## config.mk

```make
export PLATFORM = sky130hd
export DESIGN_NAME = edge_event_arbiter
export DESIGN_NICKNAME = d
export VERILOG_FILES = /design/src/rtl/edge_evt_pkg.sv /design/src/rtl/edge_sync_detect.sv /design/src/rtl/edge_event_arbiter.sv
export SDC_FILE = /design/constraint.sdc
export NUM_CORES = 1
export LEC_CHECK = 0
export ABC_CLOCK_PERIOD_IN_PS = 4330
export BUFFER_PORTS_ARGS = -buffer_cell sky130_fd_sc_hd__buf_2
export CAP_MARGIN = 5
export CORE_AREA = 2 2 49 60
export CTS_CLUSTER_DIAMETER = 200
export DETAILED_ROUTE_END_ITERATION = 16
export DIE_AREA = 0 0 51 62
export GPL_TIMING_DRIVEN = 0
export PLACE_DENSITY = 0.86
export SLEW_MARGIN = 20
export SYNTH_ARGS = -nofsm -noshare
export SYNTH_HDL_FRONTEND = slang
export SYNTH_SLANG_ARGS = --single-unit
```

## constraint.sdc

```tcl
create_clock -name clk_in -period 4.33 [get_ports clk_in]
set_clock_uncertainty 0.15 [all_clocks]
set_input_delay 0.2165 -clock clk_in [delete_from_list [all_inputs] [get_ports clk_in]]
set_output_delay 0.2165 -clock clk_in [all_outputs]
set_load 0.02 [all_outputs]
```

## src/rtl/edge_evt_pkg.sv

```systemverilog
// Shared definitions for the edge-event arbiter: edge type codes, FSM states
// and a constant ceil-log2 helper used for index widths.
package edge_evt_pkg;

  localparam logic EDGE_RISE = 1'b1;
  localparam logic EDGE_FALL = 1'b0;

  typedef enum logic {
    ST_IDLE = 1'b0,
    ST_HOLD = 1'b1
  } evt_state_e;

  function automatic int clog2(input int n);
    int r;
    r = 0;
    for (int v = n - 1; v > 0; v = v >> 1) r++;
    return r;
  endfunction

endpackage

```

## src/rtl/edge_sync_detect.sv

```systemverilog
// One channel: metastability synchroniser, previous-level register and
// arm-gated rise/fall pulse generation.
module edge_sync_detect #(
  parameter int SYNC_STAGES = 2
)(
  input  logic clk_in,
  input  logic rst_n_in,
  input  logic data_in,
  input  logic armed_in,
  input  logic pos_en_in,
  input  logic neg_en_in,
  output logic rise_out,
  output logic fall_out
);

  logic [SYNC_STAGES-1:0] sync_p0;
  logic                   prev_p1;

  always_ff @(posedge clk_in) begin
    if (!rst_n_in) begin
      sync_p0 <= '0;
      prev_p1 <= 1'b0;
    end else begin
      sync_p0 <= {sync_p0[SYNC_STAGES-2:0], data_in};
      prev_p1 <= sync_p0[SYNC_STAGES-1];
    end
  end

  // Stage p1 -> slot: pulses stay masked until the chain has flushed post-reset.
  assign rise_out = armed_in & pos_en_in &  sync_p0[SYNC_STAGES-1] & ~prev_p1;
  assign fall_out = armed_in & neg_en_in & ~sync_p0[SYNC_STAGES-1] &  prev_p1;

endmodule

```

## src/rtl/edge_event_arbiter.sv

```systemverilog
// Multi-channel edge-event scheduler: per-channel edge detection, one pending
// slot per channel, and a round-robin valid/ready event port.
module edge_event_arbiter
  import edge_evt_pkg::*;
#(
  parameter  int CH_NUM      = 4,
  parameter  int SYNC_STAGES = 2,
  localparam int IDX_W       = clog2(CH_NUM)
)(
  input  logic              clk_in,
  input  logic              rst_n_in,
  input  logic [CH_NUM-1:0] data_in,
  input  logic [CH_NUM-1:0] pos_en_in,
  input  logic [CH_NUM-1:0] neg_en_in,
  output logic              evt_valid_out,
  input  logic              evt_ready_in,
  output logic [IDX_W-1:0]  evt_ch_out,
  output logic              evt_pos_out,
  output logic [CH_NUM-1:0] ovf_out,
  input  logic              ovf_clr_in
);

  localparam int               ARM_W    = clog2(SYNC_STAGES + 2);
  localparam logic [ARM_W-1:0] ARM_DONE = ARM_W'(SYNC_STAGES + 1);

  logic [ARM_W-1:0]  arm_cnt;
  logic              armed;
  logic [CH_NUM-1:0] rise, fall;
  logic [CH_NUM-1:0] vld_p2, typ_p2;
  logic [CH_NUM-1:0] vld_d, typ_d, ovf_set, unload;
  evt_state_e        state;
  logic [IDX_W-1:0]  rr_ptr;
  logic [IDX_W:0]    pick;
  logic              grant_vld;
  logic [IDX_W-1:0]  grant_idx;
  logic              load;

  // Returns {found, index} of the first request after ptr, wrapping around.
  function automatic logic [IDX_W:0] rr_pick(input logic [CH_NUM-1:0] req,
                                             input logic [IDX_W-1:0]  ptr);
    logic [IDX_W:0] r;
    int             c;
    r = '0;
    for (int k = CH_NUM; k >= 1; k--) begin
      c = (int'(ptr) + k) % CH_NUM;
      if (req[c]) r = {1'b1, IDX_W'(c)};
    end
    return r;
  endfunction

  always_ff @(posedge clk_in) begin
    if (!rst_n_in)   arm_cnt <= '0;
    else if (!armed) arm_cnt <= arm_cnt + ARM_W'(1);
  end

  assign armed = (arm_cnt == ARM_DONE);

  for (genvar g = 0; g < CH_NUM; g++) begin : g_det
    edge_sync_detect #(
      .SYNC_STAGES (SYNC_STAGES)
    ) u_det (
      .clk_in    (clk_in),
      .rst_n_in  (rst_n_in),
      .data_in   (data_in[g]),
      .armed_in  (armed),
      .pos_en_in (pos_en_in[g]),
      .neg_en_in (neg_en_in[g]),
      .rise_out  (rise[g]),
      .fall_out  (fall[g])
    );
  end

  assign pick      = rr_pick(vld_p2, rr_ptr);
  assign grant_vld = pick[IDX_W];
  assign grant_idx = pick[IDX_W-1:0];
  assign load      = grant_vld && ((state == ST_IDLE) || evt_ready_in);

  // Slot update: a full slot only accepts a new edge when it is drained this cycle.
  always_comb begin
    vld_d   = vld_p2;
    typ_d   = typ_p2;
    ovf_set = '0;
    unload  = '0;
    for (int c = 0; c < CH_NUM; c++) begin
      unload[c] = load && (grant_idx == IDX_W'(c));
      if (unload[c]) vld_d[c] = 1'b0;
      if (rise[c] || fall[c]) begin
        if (vld_p2[c] && !unload[c]) begin
          ovf_set[c] = 1'b1;
        end else begin
          vld_d[c] = 1'b1;
          typ_d[c] = rise[c] ? EDGE_RISE : EDGE_FALL;
        end
      end
    end
  end

  // Stage p2: pending slots and sticky overflow.
  always_ff @(posedge clk_in) begin
    if (!rst_n_in) begin
      vld_p2  <= '0;
      typ_p2  <= '0;
      ovf_out <= '0;
    end else begin
      vld_p2  <= vld_d;
      typ_p2  <= typ_d;
      ovf_out <= (ovf_out & ~{CH_NUM{ovf_clr_in}}) | ovf_set;
    end
  end

  // Output stage: event held until accepted, next grant loaded on the same edge.
  always_ff @(posedge clk_in) begin
    if (!rst_n_in) begin
      state         <= ST_IDLE;
      evt_valid_out <= 1'b0;
      evt_ch_out    <= '0;
      evt_pos_out   <= 1'b0;
      rr_ptr        <= IDX_W'(CH_NUM - 1);
    end else begin
      case (state)
        ST_IDLE: begin
          if (load) begin
            state         <= ST_HOLD;
            evt_valid_out <= 1'b1;
            evt_ch_out    <= grant_idx;
            evt_pos_out   <= typ_p2[grant_idx];
            rr_ptr        <= grant_idx;
          end
        end
        ST_HOLD: begin
          if (load) begin
            evt_ch_out  <= grant_idx;
            evt_pos_out <= typ_p2[grant_idx];
            rr_ptr      <= grant_idx;
          end else if (evt_ready_in) begin
            state         <= ST_IDLE;
            evt_valid_out <= 1'b0;
          end
        end
        default: begin
          state         <= ST_IDLE;
          evt_valid_out <= 1'b0;
        end
      endcase
    end
  end

endmodule

```

After elaboration in Yosys (flattened, before gate mapping)
Cells that the tools add are included.
Storage, ports and cells
  bits of input ports: 16
  output and inout port bits: 8
  logic and storage cells: 161
  register bits: 33
Cells by class
  equality and inequality tests: 7
  $add $sub $neg: 5
  bitwise operators: 44
  mux-type cells: 52
  magnitude comparators: 5
  reductions and logical operators: 28
Operators by type and width (count)
  1-bit two-way mux: 40
  1-bit bitwise AND: 24
  3-bit by 4-bit less-than comparator with 1-bit output, second input constant: 4
  1-bit inverter: 13
  3-bit two-way mux: 4
  1-bit binary-select mux with 2-bit select: 5
  1-bit logical AND: 9
  2-bit AND reduction: 4
  2-bit OR reduction: 4
  2-bit by 1-bit adder with 2-bit output, second input constant: 3
  2-bit == test, second input constant: 3
  2-bit != test, second input constant: 3
  1-bit logical OR: 5
  2-bit adder, second input constant: 2
  1-bit bitwise AND, first input constant: 4
  4-bit bitwise AND: 1
  1-bit zero test: 4
  4-bit inverter: 1
  4-bit bitwise OR: 1
  1-bit case mux with 2 select lines: 2
  2-bit by 3-bit less-than comparator with 1-bit output, second input constant: 1
  3-bit AND reduction: 1
  2-bit by 1-bit == test with 1-bit output, second input constant: 1
  2-bit zero test: 1
  2-bit two-way mux: 1

Logic depth before layout (Yosys ltp)
Gate-level depths: netlist of the first run.
  depth in word-level cells: 17
  mapped depth: 6
  depth with buffers taken out: 5

Hierarchy
From an unflattened synthesis of the first run, not the netlist that was laid out.
Second synthesis, totals
  cell total of the unflattened synthesis: 146
  area total of the unflattened synthesis: 1447.6 sq um
Modules (own cells, without submodules)
  edge_event_arbiter: times used 1, area each 1047.3 sq um, seq. area each 420.4 sq um, cells an instance 114
  edge_sync_detect: times used 4, area each 100.1 sq um, seq. area each 60.1 sq um, cells an instance 8

Worst setup path after synthesis of the first run
Ideal clock, no wire load.
  kind: reg-to-reg
  start point: register vld_p2[2]
  end point: register evt_pos_out
  required time: 4060 ps
  path buffers: 0
  library setup time: 120 ps
  data arrival time: 1553 ps
  period minus slack after synthesis: 1823 ps
  slack: 2507 ps
  stages on the path, launching flop included: 6
  cell sequence: dfxtp_1 -> nand2b_2 -> a31o_2 -> nor2_1 -> mux2_1 -> a211o_1
On the way
  cells in the longest elaborated chain, start to end: 10
  elaborated cells between the ends (all ways): 20
  those cells by class: 19 x mux; 1 x reduce/logical
RTL lines
  start, declared: line edge_event_arbiter.sv:29  | logic [CH_NUM-1:0] vld_p2, typ_p2;
  start signal, assigned: line edge_event_arbiter.sv:105  | vld_p2 <= vld_d;
  1-bit binary-select mux with 2-bit select: line edge_event_arbiter.sv:46  | if (req[c]) r = {1'b1, IDX_W'(c)};
  1-bit two-way mux (not written as such) (2 in a row): line edge_event_arbiter.sv:46
  3-bit two-way mux (3 in a row): line edge_event_arbiter.sv:46
  3-bit two-way mux (*): line edge_event_arbiter.sv:46
  1-bit binary-select mux with 2-bit select: line edge_event_arbiter.sv:126, edge_event_arbiter.sv:133
  1-bit two-way mux (not written as such): line edge_event_arbiter.sv:126, edge_event_arbiter.sv:133
  1-bit two-way mux: line edge_event_arbiter.sv:122, edge_event_arbiter.sv:131
  end signal, assigned: line edge_event_arbiter.sv:126  | evt_pos_out <= typ_p2[grant_idx];
  end signal, assigned: line edge_event_arbiter.sv:133  | evt_pos_out <= typ_p2[grant_idx];
  end, declared: line edge_event_arbiter.sv:18  | output logic evt_pos_out,
Mark *: on every way between the ends. The rest lies on a longest branch, timed or not. The select of a mux whose other input is x is not followed.
A chain may end at the register's enable or synchronous reset.

Worst setup path after layout of the first run
Ends and elaborated chain as after synthesis.

==> impl_metrics.env, run 1 <==
export IMPL_status="finished clean"
export IMPL_io_buffers=22
export IMPL_required_ps=4410
export IMPL_leakagePower_nw=0.744
export IMPL_routedWlPerCell_um=14.1
export IMPL_dpl_cell_area_mm2=0.00162
export IMPL_ir_drop_mv=0.304
export IMPL_post_cts_buffers=0
export IMPL_clock_sinks=33
export IMPL_place_hpwl_um=2300
export IMPL_vias=1221
export IMPL_row_count=21
export IMPL_synth_main_ff_cell="dfxtp_1"
export IMPL_grt_usage_pct=21.8
export IMPL_p_int_w=0.000402
export IMPL_num_io_pins=24
export IMPL_path_clk_slew_ps=110
export IMPL_min_period_ps=2010
export IMPL_fp_dieArea_mm2=0.00316
export IMPL_initial_core_util_pct=55.4
export IMPL_viasPerCell=5.52
export IMPL_cp_startpoint="vld_p2[2]$_SDFF_PN0_"
export IMPL_routed_wl_um=3120
export IMPL_synthCells=152
export IMPL_worstMarginPinSlew_ps=507
export IMPL_final_cell_area_mm2=0.00173
export IMPL_antenna_cells=0
export IMPL_swShare_pct=26.3
export IMPL_drt_first_iter_violations=16
export IMPL_final_layout_size_suffix_gt1_share_pct=24.6
export IMPL_synthArstFlopShare_pct=0
export IMPL_path_class="reg2reg"
export IMPL_gr_total_overflow=0
export IMPL_max_freq_mhz=497
export IMPL_layout_common_cells="33 x dfxtp_1, 25 x buf_2, 14 x nor2_1, 13 x and2_1, 9 x nand2_1"
export IMPL_ys_types=47
export IMPL_yosysSeqAreaShare_pct=45.0
export IMPL_setup_viol=0
export IMPL_cp_max_fo=8
export IMPL_r2r_start="vld_p2[2]$_SDFF_PN0_"
export IMPL_p_switching_w=0.000143
export IMPL_drv_slew=0
export IMPL_ff2ff_setup_slack_ps=2320
export IMPL_synth_avg_cell_area_um2=9.66
export IMPL_final_common_cell="dfxtp_1"
export IMPL_powerDensity_mw_per_mm2=316
export IMPL_cts_buffer_depth=2
export IMPL_root_buffer="clkbuf_4"
export IMPL_tritoncts="built"
export IMPL_ant_nets=0
export IMPL_tns_ps=0
export IMPL_end_kind="flip-flop"
export IMPL_period_share_pct=46.5
export IMPL_syn_cell_area_mm2=0.00147
export IMPL_synth_edff_count=0
export IMPL_fp_dieW_um=51
export IMPL_clock_latency_ps=340
export IMPL_yosysWarningCount=0
export IMPL_htree_levels=2
export IMPL_gp_congestion=0.862
export IMPL_min_path_type="in2reg"
export IMPL_combPwrFrac_pct=10.1
export IMPL_cts_resized_gates=0
export IMPL_cts_made_buffers=5
export IMPL_grt_pass1_wl_um=5010
export IMPL_min_delay_start="pos_en_in[1]"
export IMPL_synth_nets=169
export IMPL_seq_power_share_pct=59.3
export IMPL_crit_path_start_kind="flip-flop"
export IMPL_core_area_mm2=0.00265
export IMPL_hold_viol_final=0
export IMPL_fp_dieH_um=62
export IMPL_synth_seq_cells=33
export IMPL_drc=0
export IMPL_grt_max_degree=12
export IMPL_first_pass_iters=4
export IMPL_nets=203
export IMPL_arrival_ps=2090
export IMPL_antenna_found_initial=0
export IMPL_fill_cells=226
export IMPL_clockPowerShare_pct=30.5
export IMPL_syn2layout_area_growth_pct=17.5
export IMPL_rsz0062_at_grt="false"
export IMPL_grt_pass1_vias=1122
export IMPL_max_slew_margin_pct=66.2
export IMPL_cap_violations=0
==> critical path, cell delays in order (launching register included) <==
cell and delay (ps):
dfxtp_1 540, nand2b_2 130, a31o_2 280, nor2_1 200, mux2_1 350, a211o_1 250
==> sequential cells by signal, summed over array words and instances (netlist names) <==
signal / cells
g_det.u_det.sync_p0: 8
vld_p2: 4
arm_cnt: 2
typ_p2: 4
evt_pos_out: 1
evt_ch_out: 2
evt_valid_out: 1
ovf_out: 4
rr_ptr: 2
state: 1
g_det.u_det.prev_p1: 4
==> layer usage <==
| layer | track usage, % | wire length [um] |
|---|---|---|
| met5 | 0 | 0 |
| met4 | 8.11 | 56 |
| met3 | 6.70 | 173 |
| met2 | 39.7 | 1590 |
| met1 | 24.2 | 1300 |
==> power by group through the flow <==
stage,sequential (W),combinational (W),clock [W]
after global routing,0.000325,0.0000617,0.000186
after global placement,0.000330,0.0000487,0
after detailed placement,0.000331,0.0000513,0
final,0.000324,0.0000552,0.000167
after floorplan,0.000330,0.0000335,0
after CTS,0.000324,0.0000552,0.000169
==> repair_timing <==
item                       in CTS  in global routing
hold endpoints to repair        5                  0
setup endpoints to repair       0                  0
hold buffers                    5                  0
==> cell type report <==
type                    count  area (um^2)  area share (%)
clock buffers               5         37.5            2.17
repair buffers             27          160            9.28
multi-input cells         105          744            43.1
flip-flops and latches     33          661            38.3
plain buffers               8         41.3            2.39
clock inverters             3         17.5            1.01
inverters                   6         22.5            1.30
well taps                  34         42.5            2.46
==> Yosys cell counts, types with 3 or more instances <==
master / n / share of area, %
nand2_1: 9 / 2.3
nand4b_1: 7 / 4.2
o21ai_0: 5 / 1.7
o31ai_1: 3 / 1.5
nor2_1: 14 / 3.6
buf_2: 3 / 1.0
dfxtp_1: 33 / 45
clkbuf_1: 4 / 1.0
a21oi_1: 5 / 1.7
inv_1: 6 / 1.5
o21a_1: 7 / 3.6
and2_1: 13 / 5.5
==> per-stage QoR <==
step | util (%) | power [W] | cells | hold WS, ps | setup WS [ps]
after floorplan | - | 0.000364 | 152 | 182 | 2510
after global placement | 61.1 | 0.000378 | 208 | 266 | 2350
after detailed placement | 61.1 | 0.000382 | 208 | 275 | 2320
after CTS | 65.1 | 0.000548 | 221 | 34.6 | 2330
after global routing | 65.1 | 0.000573 | 221 | 44.5 | 2190
final | 65.1 | 0.000545 | 221 | 39.2 | 2320
==> final timing paths <==
path,cells after the start,endpoint
hold reg to reg,1,g_det[3].u_det.sync_p0[1]$_SDFF_PN0_
setup / recovery,5,evt_pos_out$_SDFFE_PN0P_
setup reg to reg,5,evt_pos_out$_SDFFE_PN0P_
hold / removal,3,typ_p2[1]$_SDFFE_PN0P_
==> cells by family after synthesis <==
logic type	synth area share (%)
simple gates	25.0
compound gates	22.1
flops	45.0
buf+inv	4.34
mux	2.13
xor+xnor	0.596
fa+ha+maj	0.852
No activity file was read; power rests on OpenSTA's default activity.
==> inputs of run 2 (changes only) <==
--- a/config.mk
+++ b/config.mk
@@ -5,15 +5,15 @@
 export SDC_FILE = /design/constraint.sdc
 export NUM_CORES = 1
 export LEC_CHECK = 0
-export ABC_CLOCK_PERIOD_IN_PS = 4330
+export ABC_CLOCK_PERIOD_IN_PS = 1900
 export BUFFER_PORTS_ARGS = -buffer_cell sky130_fd_sc_hd__buf_2
 export CAP_MARGIN = 5
-export CORE_AREA = 2 2 49 60
+export CORE_AREA = 2 2 51 63
 export CTS_CLUSTER_DIAMETER = 200
 export DETAILED_ROUTE_END_ITERATION = 16
-export DIE_AREA = 0 0 51 62
+export DIE_AREA = 0 0 53 65
 export GPL_TIMING_DRIVEN = 0
-export PLACE_DENSITY = 0.86
+export PLACE_DENSITY = 0.8
 export SLEW_MARGIN = 20
 export SYNTH_ARGS = -nofsm -noshare
 export SYNTH_HDL_FRONTEND = slang
==> constraint.sdc (replaced) <==
create_clock -name clk_in -period 1.9 [get_ports clk_in]
set_clock_uncertainty 0.15 [all_clocks]
set_input_delay 0.095 -clock clk_in [delete_from_list [all_inputs] [get_ports clk_in]]
set_output_delay 0.095 -clock clk_in [all_outputs]
set_load 0.02 [all_outputs]
==> run 2 against run 1 <==
Net effect:
- highest routed layer unchanged
- critical path type unchanged
- first-iteration DRC count increased by 94%
- utilization decreased by 1.3 points
- clock-buffer cell count increased by 2
- worst setup slack got worse by 2300 ps
- critical endpoint unchanged
- wire length increased by 4.4%
- largest power group unchanged
==> impl_metrics.env, run 2 (synthesized netlist as in run 1, its figures left out) <==
export IMPL_status="finished clean"
export IMPL_numPlacedInstances=210
export IMPL_fp_dieArea_mm2=0.00345
export IMPL_final_common_cell="dfxtp_1"
export IMPL_arrival_ps=1950
export IMPL_cts_made_buffers=5
export IMPL_drt_first_iter_violations=31
export IMPL_p_int_w=0.00100
export IMPL_r2r_end="evt_pos_out$_SDFFE_PN0P_"
export IMPL_min_path_type="in2reg"
export IMPL_core_area_mm2=0.00289
export IMPL_tns_ps=0
export IMPL_multiInputGateArea_um2=785
export IMPL_powerDensity_mw_per_mm2=717
export IMPL_worstMarginPinSlew_ps=529
export IMPL_syn2layout_area_growth_pct=25.6
export IMPL_min_period_ps=1870
export IMPL_ant_nets=0
export IMPL_min_delay_start="neg_en_in[3]"
export IMPL_routed_wl_um=3260
export IMPL_gp_congestion=0.850
export IMPL_num_io_pins=24
export IMPL_cp_top_family="compound AO/OA/AOI/OAI gates"
export IMPL_clock_sinks=33
export IMPL_period_share_pct=98.3
export IMPL_fill_cells=237
export IMPL_grt_pass1_wl_um=5350
export IMPL_cts_buffer_depth=2
export IMPL_fp_dieH_um=65
export IMPL_hold_path_depth=4
export IMPL_dpl_cell_area_mm2=0.00162
export IMPL_place_hpwl_um=2260
export IMPL_layout_common_cells="29 x dfxtp_1, 23 x buf_2, 13 x and2_1, 13 x nor2_1"
export IMPL_vias=1261
export IMPL_max_stage_delay_ps=380
export IMPL_leakagePower_nw=0.774
export IMPL_gr_total_overflow=0
export IMPL_root_buffer="clkbuf_4"
export IMPL_grtUsageMet3_pct=5.07
export IMPL_setup_viol=0
export IMPL_pre_cts_ws_ps=-136
export IMPL_antenna_cells=0
export IMPL_end_kind="flip-flop"
export IMPL_ir_drop_mv=0.547
export IMPL_io_buffers=22
export IMPL_busiest_layer="met2"
export IMPL_row_count=22
export IMPL_tritoncts="built"
export IMPL_cpMaxStageDelayCell="dfxtp_2"
export IMPL_viasPerCell=5.53
export IMPL_path_class="reg2reg"
export IMPL_grt_pass1_vias=1302
export IMPL_routedWlPerCell_um=14.3
export IMPL_regArea_um2=668
export IMPL_seq_power_share_pct=55.8
export IMPL_crit_path_start_kind="flip-flop"
export IMPL_grt_max_degree=11
export IMPL_p_switching_w=0.000322
export IMPL_drv_slew=0
export IMPL_nets=208
export IMPL_drc=0
export IMPL_fin_cells=228
export IMPL_final_layout_size_suffix_gt1_share_pct=29.7
export IMPL_cp_max_fo=7
export IMPL_rsz0062_at_grt="false"
export IMPL_grtUsageMet1_pct=22.9
export IMPL_antenna_found_initial=0
export IMPL_first_pass_iters=4
export IMPL_ff2ff_setup_slack_ps=30
export IMPL_hold_end="typ_p2[3]$_SDFFE_PN0P_"
export IMPL_fp_dieW_um=53
export IMPL_gr_usage_met2_pct=36.1
export IMPL_initial_core_util_pct=50.8
export IMPL_regMostFlops="g_det.u_det.sync_p0"
export IMPL_required_ps=1980
export IMPL_ff2ff_path_depth=5
export IMPL_cap_violations=0
export IMPL_max_freq_mhz=535
export IMPL_path_cells="nand2b_2 -> a31o_2 -> nor2_4 -> mux2_4 -> a211o_1"
export IMPL_clock_latency_ps=330
export IMPL_clockPowerShare_pct=33.8
export IMPL_combPwrFrac_pct=10.4
export IMPL_path_buf_inv=0
export IMPL_htree_levels=2
export IMPL_final_cell_area_mm2=0.00184
export IMPL_power_w=0.00132
export IMPL_swShare_pct=24.3
export IMPL_r2r_start="rr_ptr[1]$_SDFFE_PN1P_"
export IMPL_fin_ws_ps=31.6
export IMPL_hold_viol_final=0
export IMPL_max_slew_margin_pct=64.7
export IMPL_grt_usage_pct=21.4
export IMPL_path_clk_slew_ps=100
export IMPL_largest_reg_flops=8
## run 2: worst min-delay path, stage by stage
cell and delay, ps:
buf_2 100, nand4b_1 110, a21oi_1 60, o32ai_2 110
## run 2: repair_timing
action	in CTS	in global routing
pin swaps	0	4
hold buffers	9	0
endpoints found under the setup margin	2	10
resized for setup	5	14
buffers inserted	0	1
hold endpoints to repair	11	0
## run 2: layout make-up
class	instances	share of cell area (%)
Multi-Input combinational cell	105	42.5
Sequential cell	33	36.2
Timing Repair Buffer	32	11.3
Clock buffer	7	3.53
Buffer	8	2.51
Tap cell	36	2.44
Inverter	6	1.22
Clock inverter	1	0.271
## run 2: worst max-delay path by stage
stage          slack, ps                       end  cells past startpoint                    from
3_3_place_gp         -80  evt_pos_out$_SDFFE_PN0P_                      5    vld_p2[2]$_SDFF_PN0_
4_1_cts              0.9  evt_pos_out$_SDFFE_PN0P_                      6    vld_p2[1]$_SDFF_PN0_
2_1_floorplan         80  evt_pos_out$_SDFFE_PN0P_                      5    vld_p2[2]$_SDFF_PN0_
3_5_place_dp        -140  evt_pos_out$_SDFFE_PN0P_                      5    vld_p2[2]$_SDFF_PN0_
5_1_grt                2    typ_p2[1]$_SDFFE_PN0P_                      6    vld_p2[3]$_SDFF_PN0_
6_report              30  evt_pos_out$_SDFFE_PN0P_                      5  rr_ptr[1]$_SDFFE_PN1P_
## run 2: per-stage QoR
step	util [%]	hold slack, ps
floorplan	-	60.2
global placement	56.2	150
detailed placement	56.2	155
CTS	61.9	16.5
global route	63.8	59.9
finish	63.8	26.0
## run 2: power by group through the flow
| stage | clock network, W | registers, W | logic, W |
|---|---|---|---|
| after floorplan | 0 | 0.000753 | 0.0000764 |
| after global placement | 0 | 0.000751 | 0.000112 |
| after detailed placement | 0 | 0.000753 | 0.000117 |
| after CTS | 0.000455 | 0.000737 | 0.000132 |
| after global routing | 0.000483 | 0.000742 | 0.000154 |
| final | 0.000447 | 0.000737 | 0.000138 |
## run 2: layer usage
metal	wire (um)	part of all wire (%)
met2	1690	52
met5	0	0
met1	1360	42
met3	106	3.2
met4	113	3.5
==> inputs of run 3 (changes only) <==
--- a/config.mk
+++ b/config.mk
@@ -8,12 +8,13 @@
 export ABC_CLOCK_PERIOD_IN_PS = 1900
 export BUFFER_PORTS_ARGS = -buffer_cell sky130_fd_sc_hd__buf_2
 export CAP_MARGIN = 5
-export CORE_AREA = 2 2 51 63
+export CORE_AREA = 2 2 50 61
+export CTS_BUF_LIST = sky130_fd_sc_hd__clkbuf_4 sky130_fd_sc_hd__clkbuf_8
 export CTS_CLUSTER_DIAMETER = 200
 export DETAILED_ROUTE_END_ITERATION = 16
-export DIE_AREA = 0 0 53 65
+export DIE_AREA = 0 0 52 63
 export GPL_TIMING_DRIVEN = 0
-export PLACE_DENSITY = 0.8
+export PLACE_DENSITY = 0.84
 export SLEW_MARGIN = 20
 export SYNTH_ARGS = -nofsm -noshare
 export SYNTH_HDL_FRONTEND = slang
==> run 3 against run 2 <==
Net effect:
- combinational power barely moved
- global-route usage shrank 0.39 points
- maximum frequency rose by 0.69%
- clock-buffer cell count is the same
- cell count fell by 0.88%
- non-clock buffer count is 1 higher
- power shrank 2.9%
==> impl_metrics.env, run 3 (synthesized netlist as in run 1, its figures left out) <==
export IMPL_drt_first_iter_violations=51
export IMPL_worstMarginPinSlew_ps=509
export IMPL_gp_congestion=0.915
export IMPL_gr_total_overflow=0
export IMPL_cts_buffer_depth=2
export IMPL_vias=1255
export IMPL_routed_wl_um=3190
export IMPL_leakagePower_nw=0.768
export IMPL_arrival_ps=1930
export IMPL_drc=0
export IMPL_routedWlPerCell_um=14.1
export IMPL_min_period_ps=1860
export IMPL_fp_dieW_um=52
export IMPL_period_share_pct=97.7
export IMPL_hold_path_depth=3
export IMPL_regMostFlops="g_det.u_det.sync_p0"
export IMPL_utilization_pct=67.5
export IMPL_multiInputGateArea_um2=771
export IMPL_grt_usage_pct=21.0
export IMPL_antenna_cells=0
export IMPL_rsz0062_at_grt="true"
export IMPL_ff2ff_path_depth=6
export IMPL_min_path_type="in2reg"
export IMPL_final_cell_area_mm2=0.00183
export IMPL_hold_ws_ps=32.0
export IMPL_regArea_um2=669
export IMPL_ant_nets=0
export IMPL_io_buffers=22
export IMPL_tritoncts="built"
export IMPL_max_slew_margin_pct=66.1
export IMPL_crit_path_start_kind="flip-flop"
export IMPL_clock_sinks=33
export IMPL_drv_slew=0
export IMPL_viasPerCell=5.55
export IMPL_nets=209
export IMPL_num_io_pins=24
export IMPL_fp_dieH_um=63
export IMPL_htree_levels=2
export IMPL_clock_latency_ps=340
export IMPL_core_area_mm2=0.00271
export IMPL_path_class="reg2reg"
export IMPL_hold_viol_final=0
export IMPL_place_hpwl_um=2150
export IMPL_fill_cells=215
export IMPL_grt_pass1_vias=1156
export IMPL_max_freq_mhz=539
export IMPL_final_layout_size_suffix_gt1_share_pct=27.1
export IMPL_antenna_found_initial=0
export IMPL_powerDensity_mw_per_mm2=702
export IMPL_cap_violations=0
export IMPL_end_kind="flip-flop"
export IMPL_status="finished clean"
export IMPL_grt_max_degree=11
export IMPL_grt_pass1_wl_um=5040
export IMPL_fp_dieArea_mm2=0.00328
export IMPL_row_count=21
export IMPL_first_pass_iters=4
export IMPL_ir_drop_mv=0.578
export IMPL_required_ps=1980
export IMPL_path_clk_slew_ps=100
export IMPL_dpl_cell_area_mm2=0.00162
export IMPL_layout_common_cells="30 x dfxtp_1, 23 x buf_2, 13 x and2_1, 13 x nor2_1, 10 x dlygate4sd3_1"
export IMPL_cts_made_buffers=5
export IMPL_final_common_cell="dfxtp_1"
export IMPL_largest_reg_flops=8
export IMPL_initial_core_util_pct=54.3
export IMPL_setup_viol=0
export IMPL_cp_max_fo=9
export IMPL_root_buffer="clkbuf_4"
export IMPL_syn2layout_area_growth_pct=24.4
run 3: report_power, final:
part,switching [W],internal [W],total [W]
sequential,0.0000178,0.000718,0.000735
combinational,0.0000716,0.0000685,0.000140
clock,0.000220,0.000189,0.000408
run 3: area by class of cell:
type	count	area share, %
Buffer	8	2.53
Clock buffer	7	3.22
Inverter	6	1.23
Multi-Input combinational cell	105	42.2
Sequential cell	33	36.6
Tap cell	34	2.33
Timing Repair Buffer	33	11.9
run 3: worst paths after layout:
kind / startpoint / slack (ps) / endpoint
worst max-delay path: vld_p2[1]$_SDFF_PN0_ / 40 / ovf_out[0]$_SDFF_PN0_
worst min-delay path: rst_n_in / 30 / typ_p2[0]$_SDFFE_PN0P_
worst max register to register: vld_p2[1]$_SDFF_PN0_ / 40 / ovf_out[0]$_SDFF_PN0_
worst min register to register: g_det[3].u_det.sync_p0[0]$_SDFF_PN0_ / 290 / g_det[3].u_det.sync_p0[1]$_SDFF_PN0_
run 3: per-stage QoR:
step	cells	worst slack (ps)	setup TNS, ps	power, W
after detailed placement	208	-110	-129	0.000869
after floorplan	152	77.0	0	0.000829
final	226	44.3	0	0.00128
after CTS	225	20.7	0	0.00129
after global routing	226	-45.9	-66.6	0.00134
after global placement	208	-79.2	-79.2	0.000863
run 3: timing repair:
item / in CTS / in global routing
buffers inserted: 0 / 1
resized for setup: 5 / 10
pin swaps: 0 / 3
endpoints found under the hold margin: 11 / 0
endpoints found under the setup margin: 2 / 8
hold buffers: 10 / 0
run 3: critical path: stages, from the launching register on:
cell and delay [ps]:
dfxtp_1 310, clkbuf_4 190, mux2i_2 220, o22a_2 220
nand2_4 80, o31a_1 320, a32o_1 250
run 3: metal layers:
| layer | part of all wire, % | track usage [%] | vias to the layer above |
|---|---|---|---|
| li1 | - | - | 633 |
| met1 | 44 | 23.9 | 593 |
| met2 | 51 | 32.8 | 21 |
| met3 | 2.8 | 7.18 | 8 |
| met4 | 2.0 | 12.8 | 0 |
| met5 | 0 | 0 | - |
